<file path="config.mk">
export PLATFORM = sky130hd
export DESIGN_NAME = difftest_step_batcher_flat
export DESIGN_NICKNAME = d
export VERILOG_FILES = /design/src/rtl/difftest_step_pkg.sv /design/src/rtl/difftest_step_batcher_if.sv /design/src/rtl/difftest_idle_timer.sv /design/src/rtl/difftest_step_batcher.sv /design/src/flat_wrapper.sv
export SDC_FILE = /design/constraint.sdc
export NUM_CORES = 1
export LEC_CHECK = 0
export CAP_MARGIN = 10
export CORE_MARGIN = 2
export CORE_UTILIZATION = 52
export CTS_BUF_LIST = sky130_fd_sc_hd__clkbuf_8 sky130_fd_sc_hd__clkbuf_16
export DETAILED_ROUTE_END_ITERATION = 8
export GPL_TIMING_DRIVEN = 0
export PLACE_DENSITY = 0.81
export RECOVER_POWER = 100
export REMOVE_ABC_BUFFERS = 1
export SYNTH_ARGS = -nofsm -noshare
export SYNTH_HDL_FRONTEND = slang
export SYNTH_HIERARCHICAL = 1
export SYNTH_SLANG_ARGS = --single-unit
</file>
<file path="constraint.sdc">
create_clock -name clock -period 4 [get_ports clock]
set_input_delay 0.8 -clock clock [delete_from_list [all_inputs] [get_ports clock]]
set_output_delay 0.8 -clock clock [all_outputs]
set_load 0.01 [all_outputs]
</file>
<file path="src/rtl/difftest_step_pkg.sv">
// Shared types and width helpers for the difftest step batcher and the deferred-result stage.
// DEFAULT_STEP_WIDTH must track the deferred-result stage's stepwidth setting.
package difftest_step_pkg;

  typedef enum logic {
    ST_RUN  = 1'b0,
    ST_HALT = 1'b1
  } state_e;

  localparam int DEFAULT_STEP_WIDTH = 8;
  localparam int DEFAULT_MAX_BATCH  = 64;
  localparam int DEFAULT_TIMEOUT    = 1024;

  // Bits needed to hold 0..maxval inclusive.
  function automatic int cnt_width(input int maxval);
    return (maxval < 1) ? 1 : $clog2(maxval + 1);
  endfunction

  localparam int DEFAULT_ACC_W  = cnt_width(DEFAULT_MAX_BATCH);
  localparam int DEFAULT_IDLE_W = cnt_width(DEFAULT_TIMEOUT);

endpackage

</file>
<file path="src/rtl/difftest_step_batcher_if.sv">
// Bundle between the commit-event source / deferred checker and the step batcher.
// master = environment side, slave = batcher side.
interface difftest_step_batcher_if
  import difftest_step_pkg::*;
#(
  parameter int STEP_WIDTH = DEFAULT_STEP_WIDTH
);
  logic                  in_valid;
  logic                  flush_req;
  logic [7:0]            simv_result;
  logic [STEP_WIDTH-1:0] step;
  logic                  halted;
  logic [63:0]           total_steps;

  modport master (
    output in_valid, flush_req, simv_result,
    input  step, halted, total_steps
  );

  modport slave (
    input  in_valid, flush_req, simv_result,
    output step, halted, total_steps
  );
endinterface

</file>
<file path="src/rtl/difftest_idle_timer.sv">
// Counts idle cycles of a non-empty batch; o_timeout_hit flags the cycle that must force a flush.
// Combinational hit output, counter updates on the next edge.
module difftest_idle_timer
  import difftest_step_pkg::*;
#(
  parameter int TIMEOUT = DEFAULT_TIMEOUT
) (
  input  logic clock,
  input  logic reset,
  input  logic i_run_idle,
  input  logic i_in_valid,
  output logic o_timeout_hit
);
  localparam int IDLE_W = cnt_width(TIMEOUT);

  logic [IDLE_W-1:0] r_idle_cnt;

  always_ff @(posedge clock) begin
    if (reset) begin
      r_idle_cnt <= '0;
    end else if (i_run_idle) begin
      r_idle_cnt <= r_idle_cnt + 1'b1;
    end else begin
      r_idle_cnt <= '0;
    end
  end

  assign o_timeout_hit = (r_idle_cnt == IDLE_W'(TIMEOUT - 1)) && !i_in_valid;

endmodule

</file>
<file path="src/rtl/difftest_step_batcher.sv">
// Batches difftest commit events into one-cycle step pulses (full / flush / timeout), 1-cycle latency.
// Timeout flush only when CONFIG_DIFFTEST_STEP_TIMEOUT_EN is defined; halts for good on non-zero simv_result.
module difftest_step_batcher
  import difftest_step_pkg::*;
#(
  parameter int STEP_WIDTH = DEFAULT_STEP_WIDTH,
  parameter int MAX_BATCH  = DEFAULT_MAX_BATCH,
  parameter int TIMEOUT    = DEFAULT_TIMEOUT
) (
  input  logic                     clock,
  input  logic                     reset,
  difftest_step_batcher_if.slave   bus
);
  localparam int ACC_W = cnt_width(MAX_BATCH);

  if (MAX_BATCH < 1 || (MAX_BATCH >> STEP_WIDTH) != 0) begin : g_bad_max_batch
    $error("MAX_BATCH must be in 1..2^STEP_WIDTH-1");
  end
  if (TIMEOUT < 1) begin : g_bad_timeout
    $error("TIMEOUT must be >= 1");
  end

  state_e                r_state;
  state_e                w_state_nxt;
  logic [ACC_W-1:0]      r_acc;
  logic [ACC_W-1:0]      w_acc_nxt;
  logic [STEP_WIDTH-1:0] r_step;
  logic [STEP_WIDTH-1:0] w_step_nxt;
  logic [63:0]           r_total;
  logic [63:0]           w_total_nxt;
  logic [ACC_W-1:0]      w_sum;
  logic                  w_take_halt;
  logic                  w_fire;
  logic                  w_timeout_hit;

  assign w_sum       = r_acc + ACC_W'(bus.in_valid);
  assign w_take_halt = (r_state == ST_RUN) && (bus.simv_result != 8'd0);
  assign w_fire      = (w_sum == ACC_W'(MAX_BATCH)) ||
                       ((w_sum != '0) && (bus.flush_req || w_timeout_hit));

`ifdef CONFIG_DIFFTEST_STEP_TIMEOUT_EN
  logic w_run_idle;
  // Keep counting only while a batch is open, nothing arrived and nothing closed it.
  assign w_run_idle = (r_state == ST_RUN) && !w_take_halt && !w_fire &&
                      (w_sum != '0) && !bus.in_valid;

  difftest_idle_timer #(
    .TIMEOUT (TIMEOUT)
  ) u_idle_timer (
    .clock         (clock),
    .reset         (reset),
    .i_run_idle    (w_run_idle),
    .i_in_valid    (bus.in_valid),
    .o_timeout_hit (w_timeout_hit)
  );
`else
  assign w_timeout_hit = 1'b0;
`endif

  always_ff @(posedge clock) begin
    if (reset) begin
      r_state <= ST_RUN;
    end else begin
      r_state <= w_state_nxt;
    end
  end

  always_comb begin
    w_state_nxt = r_state;
    if (w_take_halt) begin
      w_state_nxt = ST_HALT;
    end
  end

  // Halt wins over fire: the pending batch is dropped without a pulse.
  always_comb begin
    w_step_nxt  = '0;
    w_acc_nxt   = '0;
    w_total_nxt = r_total;
    if (r_state == ST_RUN && !w_take_halt) begin
      if (w_fire) begin
        w_step_nxt  = STEP_WIDTH'(w_sum);
        w_total_nxt = r_total + 64'(w_sum);
      end else begin
        w_acc_nxt = w_sum;
      end
    end
  end

  always_ff @(posedge clock) begin
    if (reset) begin
      r_acc   <= '0;
      r_step  <= '0;
      r_total <= '0;
    end else begin
      r_acc   <= w_acc_nxt;
      r_step  <= w_step_nxt;
      r_total <= w_total_nxt;
    end
  end

  assign bus.step        = r_step;
  assign bus.halted      = (r_state == ST_HALT);
  assign bus.total_steps = r_total;

endmodule

</file>
<file path="src/flat_wrapper.sv">
// flat-port wrapper written by rule: the top's interface ports become plain ports
module difftest_step_batcher_flat import difftest_step_pkg::*;
#(
  parameter int STEP_WIDTH = DEFAULT_STEP_WIDTH,
  parameter int MAX_BATCH  = DEFAULT_MAX_BATCH,
  parameter int TIMEOUT    = DEFAULT_TIMEOUT
)
  (clock, reset, bus_in_valid, bus_flush_req, bus_simv_result, bus_step, bus_halted, bus_total_steps);
  difftest_step_batcher_if #(.STEP_WIDTH(STEP_WIDTH)) bus_i ();
  input  logic clock;
  input  logic reset;
  input wire logic [$bits(bus_i.in_valid)-1:0] bus_in_valid;
  input wire logic [$bits(bus_i.flush_req)-1:0] bus_flush_req;
  input wire logic [$bits(bus_i.simv_result)-1:0] bus_simv_result;
  output wire logic [$bits(bus_i.step)-1:0] bus_step;
  output wire logic [$bits(bus_i.halted)-1:0] bus_halted;
  output wire logic [$bits(bus_i.total_steps)-1:0] bus_total_steps;
  assign bus_i.in_valid = bus_in_valid;
  assign bus_i.flush_req = bus_flush_req;
  assign bus_i.simv_result = bus_simv_result;
  assign bus_step = bus_i.step;
  assign bus_halted = bus_i.halted;
  assign bus_total_steps = bus_i.total_steps;
  difftest_step_batcher #(.STEP_WIDTH(STEP_WIDTH), .MAX_BATCH(MAX_BATCH), .TIMEOUT(TIMEOUT)) u_core (.clock(clock), .reset(reset), .bus(bus_i));
endmodule
</file>
## Word level (Yosys, flattened, before mapping)

Cells that the tools add are included.

- Output and inout port bits: 73
- Logic and storage cells: 22
- Flip-flop bits (word level): 80
- Input bits: 12

- Bitwise gates (word level): 3
- Add/sub/neg operators: 2
- Equal/unequal tests: 1
- Reductions and logical operators: 11

Operators by type and width:

| kind | count |
|---|---|
| adder 64 x 7 -> 64 bit | 1 |
| nonzero test 8 bit | 1 |
| adder 7 x 1 -> 7 bit | 1 |
| == test 7 bit, second input constant | 1 |
| nonzero test 7 bit | 1 |
| OR reduction 3 bit | 2 |
| logical AND 1 bit | 3 |
| inverter 1 bit | 3 |
| AND reduction 2 bit | 1 |
| OR reduction 2 bit | 1 |
| logical NOT 1 bit | 1 |
| logical OR 1 bit | 1 |

## Logic depth before layout (Yosys ltp)

- Depth after elaboration: 6
- Depth in mapped cells: 14
- Depth with buffers taken out: 12

## Worst setup path before layout

No wires, ideal clock.

- Path type: in2reg
- Start: in bus_in_valid
- End: reg u_core.r_total[58] (netlist: u_core/bus.total_steps[58])
- Library setup time: 0.123 ns
- Arrival time: 3.469 ns
- Path buffers: 0
- Setup slack: 0.408 ns
- Required time: 3.877 ns
- Stages on the path: 12
- Path through: ha_1 > and4_1 > nand2_1 > xor2_1 > inv_1 > ha_1 > nand4_1 > nor2_1 > a211o_1 > or4b_1 > nor4_1 > mux2_1

- Word-level cells in the longest chain between the ends: 5
- Elaborated cells between the ends (all ways): 7
- Those cells by class: 2 x add/sub; 1 x eq/ne; 4 x reduce/logical

Ends and longest elaborated chain:

| item | RTL line | source |
|---|---|---|
| start: declaration | flat_wrapper.sv:12 | `input wire logic [$bits(bus_i.in_valid)-1:0] bus_in_valid;` |
| adder 7 x 1 -> 7 bit * | difftest_step_batcher.sv:36 | `assign w_sum = r_acc + ACC_W'(bus.in_valid);` |
| net u_core.w_sum[5] | difftest_step_batcher.sv:31 | `logic [ACC_W-1:0] w_sum;` |
| parallel branches: the longest is 4 deep, another holds adder 64 x 7 -> 64 bit | - |  |
| end signal: assignment | difftest_step_batcher.sv:98 | `r_total <= w_total_nxt;` |
| end: declaration | difftest_step_batcher.sv:29 | `logic [63:0] r_total;` |

Mark *: on every way through the listed nets, which the timed path passes.
A chain may end at the register's enable or synchronous reset.

## Worst setup path after layout

- Start: in bus_in_valid
- End: reg u_core.r_total[60] (netlist: u_core/bus.total_steps[60])

The elaborated chain is that of the path after synthesis.

==> results.sh <==
export IMPL_detailroute_via_count=4413
export IMPL_critical_path_max_fanout=5
export IMPL_netlist_instances=515
export IMPL_rrSetupSlack_ns=0.54
export IMPL_nets=604
export IMPL_max_freq_mhz=270
export IMPL_area_growth_pct=29.7
export IMPL_antenna_found_initial=0
export IMPL_netlist_cell_type_count=43
export IMPL_power_ir_vdd_worst_v=0.000142
export IMPL_worst_endpoint_required_ns=4.23
export IMPL_globalRoute_totalOverflow=0
export IMPL_syn_area_cell_sq_um=8.22
export IMPL_outcome="completed"
export IMPL_grt_pass1_vias=3976
export IMPL_hold_class="reg2reg"
export IMPL_placement_cell_area_sq_um=5150
export IMPL_cts_root_to_sink_buffers=2
export IMPL_portion_of_synthesized_cell_area_occupied_by_the_leading_cell_type=0.374
export IMPL_clock_tree_root_cell="sky130_fd_sc_hd__clkbuf_8"
export IMPL_drive_gt1_frac=0.0821
export IMPL_clkTransAtPathRegs_ns=0.08
export IMPL_dieHeight_microns=94.2
export IMPL_synth_largest_area_cell="sky130_fd_sc_hd__dfxtp_1"
export IMPL_floorplan_initialDensity=0.542
export IMPL_period_share=0.927
export IMPL_worst_slew_pin_slew_ns=1.01
export IMPL_core_region_area_sq_um=7810
export IMPL_mappedNetlistArea_sq_um=4230
export IMPL_synth_area_top_cells="sky130_fd_sc_hd__dfxtp_1 (37%), sky130_fd_sc_hd__or4_1 (9.0%), sky130_fd_sc_hd__o31ai_1 (8.9%), sky130_fd_sc_hd__a21oi_1 (7.5%), sky130_fd_sc_hd__nand3_1 (4.3%)"
export IMPL_dr_first_iter_drc_count=257
export IMPL_timing_critical_path_arrival_ns=3.93
export IMPL_antenna_cells_inserted=0
export IMPL_clock_tree_htree_level_count=3
export IMPL_grt_total_usage=0.264
export IMPL_grt_start_max_net_pins=59
export IMPL_final_setup_viol_count=0
export IMPL_finalClockSkew_ns=0.00769
export IMPL_drv_max_cap_violation_count=0
export IMPL_rsz0062_at_grt="no"
export IMPL_drt_pre_antenna_iters=5
export IMPL_clock_latency_of_the_later_clocked_register_in_the_worst_skew_pair_ns=0.34
export IMPL_gp_routability_congestion=0.806
export IMPL_wl_microns=11800
export IMPL_post_route_cell_area_sq_um=5490
export IMPL_worstSetupEndpointType="register"
export IMPL_synthArstFlopShare=0
export IMPL_cts_hold_buf=0
export IMPL_timing_max_transition_violations_final=0
export IMPL_hold_ws_ns=0.498
export IMPL_report_final_hold_viol_count=0
export IMPL_final_core_util=0.703
export IMPL_io_buffers=83
export IMPL_post_synth_most_frequent_cells="sky130_fd_sc_hd__dfxtp_1 (79), sky130_fd_sc_hd__a21oi_1 (63), sky130_fd_sc_hd__or4_1 (51)"
export IMPL_cts_tree="done"
export IMPL_tritoncts_num_buffers=9
export IMPL_ff_latch_count_synth=79
export IMPL_number_of_drc_violations_after_detailed_routing=0
export IMPL_sequential_cell_area_fraction_in_the_yosys_report=0.374
export IMPL_viasPerCell=6.42
export IMPL_timing_final_crit_period_ns=3.71
export IMPL_fp_dieArea_sq_um=8880
export IMPL_dp_hpwl_microns=7410
export IMPL_critical_path_class="in2reg"
export IMPL_static_leakage_power_nw=2.00
export IMPL_yosys_warnings=6
export IMPL_clock_sinks=79
export IMPL_relative_slew_slack=0.313
export IMPL_setup_total_negative_slack_ns=0
export IMPL_floorplan_rows=32
export IMPL_drt_antenna_violating_nets=0
export IMPL_pwr_density_cell_nw_per_um2=266
export IMPL_most_frequently_used_flop_master_after_synthesis="sky130_fd_sc_hd__dfxtp_1"
export IMPL_setup_worst_path_start_class="input pin"
export IMPL_wl_per_cell_microns=17.2
export IMPL_grt_first_pass_wirelength_microns=19200
export IMPL_io_pins=85
export IMPL_die_w_microns=94.2
export IMPL_power_total_mw=1.46
export IMPL_yosys_cell_count_top_type="sky130_fd_sc_hd__dfxtp_1"
export IMPL_synth_edff_count=0
through the flow:
| step | setup slack (ns) | cells |
|---|---|---|
| after floorplan | -1.45 | 476 |
| final | 0.292 | 687 |
| after global routing | 0.163 | 687 |
| after detailed placement | -1.16 | 666 |
| after global placement | -3.47 | 661 |
| after CTS | 0.0245 | 685 |
where the power goes:
group | total, mW | internal [mW] | switching [mW]
combinational | 0.0543 | 0.0195 | 0.0348
clock | 0.620 | 0.336 | 0.285
sequential | 0.786 | 0.786 | 0.000276
total | 1.46 | 1.14 | 0.320
kinds of logic (layout without fill, tap and decap cells):
kind of cell | after synthesis | count (layout) | synth area share
compound gates | 127 | 128 | 0.190
xor+xnor | 11 | 11 | 0.0228
fa+ha+maj | 12 | 12 | 0.0373
buf+inv | 48 | 117 | 0.0438
flops | 79 | 79 | 0.374
mux | 7 | 7 | 0.0180
other cells | 1 | 1 | 0.000886
simple gates | 230 | 230 | 0.313
final timing paths:
| kind | startpoint | end | cells after the start |
|---|---|---|---|
| max | bus_in_valid | u_core/bus.total_steps[60] | 12 |
| min | u_core/bus.total_steps[0] | u_core/bus.total_steps[0] | 2 |
| max reg2reg | u_core/r_acc[0] | u_core/bus.total_steps[60] | 11 |
| min reg2reg | u_core/bus.total_steps[0] | u_core/bus.total_steps[0] | 2 |
cell type report:
cell class	instances	area, sq um
Timing Repair Buffer	92	943
Inverter	9	33.8
Multi-Input combinational cell	389	2590
Fill cell	632	2320
Clock buffer	12	165
Sequential cell	79	1580
Clock inverter	4	43.8
Tap cell	102	128
what timing repair did:
item / CTS / global route
pin swaps: 2 / 2
setup endpoints to repair: 57 / 13
cloned: 1 / 0
resized for setup: 14 / 9
buffers inserted: 2 / 1
layer usage:
layer,vias up,routed length [microns],GRT usage
met4,0,160,0.0882
li1,2108,-,-
met1,2102,5080,0.354
met3,21,745,0.0465
met2,182,5860,0.430
met5,-,0,0
layout by cell type, fill, tap and decap left out, types with 4 or more instances in the layout:
cell                               n
sky130_fd_sc_hd__a21oi_1          63
sky130_fd_sc_hd__and2_1            4
sky130_fd_sc_hd__and3_1            9
sky130_fd_sc_hd__and4_1            5
sky130_fd_sc_hd__buf_4             4
sky130_fd_sc_hd__clkbuf_8         12
sky130_fd_sc_hd__clkdlybuf4s50_1   8
sky130_fd_sc_hd__dfxtp_1          79
sky130_fd_sc_hd__dlygate4sd3_1    73
sky130_fd_sc_hd__ha_1              6
sky130_fd_sc_hd__inv_1             9
sky130_fd_sc_hd__mux2_1            5
sky130_fd_sc_hd__nand2_1          38
sky130_fd_sc_hd__nand3_1          33
sky130_fd_sc_hd__nand4_1          25
sky130_fd_sc_hd__nor2_1           22
sky130_fd_sc_hd__nor2b_1           5
sky130_fd_sc_hd__nor3_1           15
sky130_fd_sc_hd__nor4_1            4
sky130_fd_sc_hd__o21ai_1           5
sky130_fd_sc_hd__o31ai_1          50
sky130_fd_sc_hd__or3_1             7
sky130_fd_sc_hd__or4_1            51
sky130_fd_sc_hd__xnor2_1           5
sky130_fd_sc_hd__xor2_1            4
sequential cells by signal (all words and copies together) (netlist names):
name,cells
u_core/bus.halted,1
u_core/r_acc,7
u_core/bus.total_steps,64
u_core/bus.step,7
worst max-delay path, stage by stage:
cell and delay, ns:
sky130_fd_sc_hd__clkbuf_1 0.20, sky130_fd_sc_hd__ha_4 0.20, sky130_fd_sc_hd__and4_4 0.26, sky130_fd_sc_hd__xnor2_2 0.15, sky130_fd_sc_hd__inv_1 0.10, sky130_fd_sc_hd__ha_2 0.39, sky130_fd_sc_hd__a21o_1 0.18, sky130_fd_sc_hd__a21o_1 0.24
sky130_fd_sc_hd__a211o_4 0.19, sky130_fd_sc_hd__or4b_4 0.52, sky130_fd_sc_hd__nor4_1 0.35, sky130_fd_sc_hd__mux2_1 0.35
No activity file was read; power rests on OpenSTA's default activity.
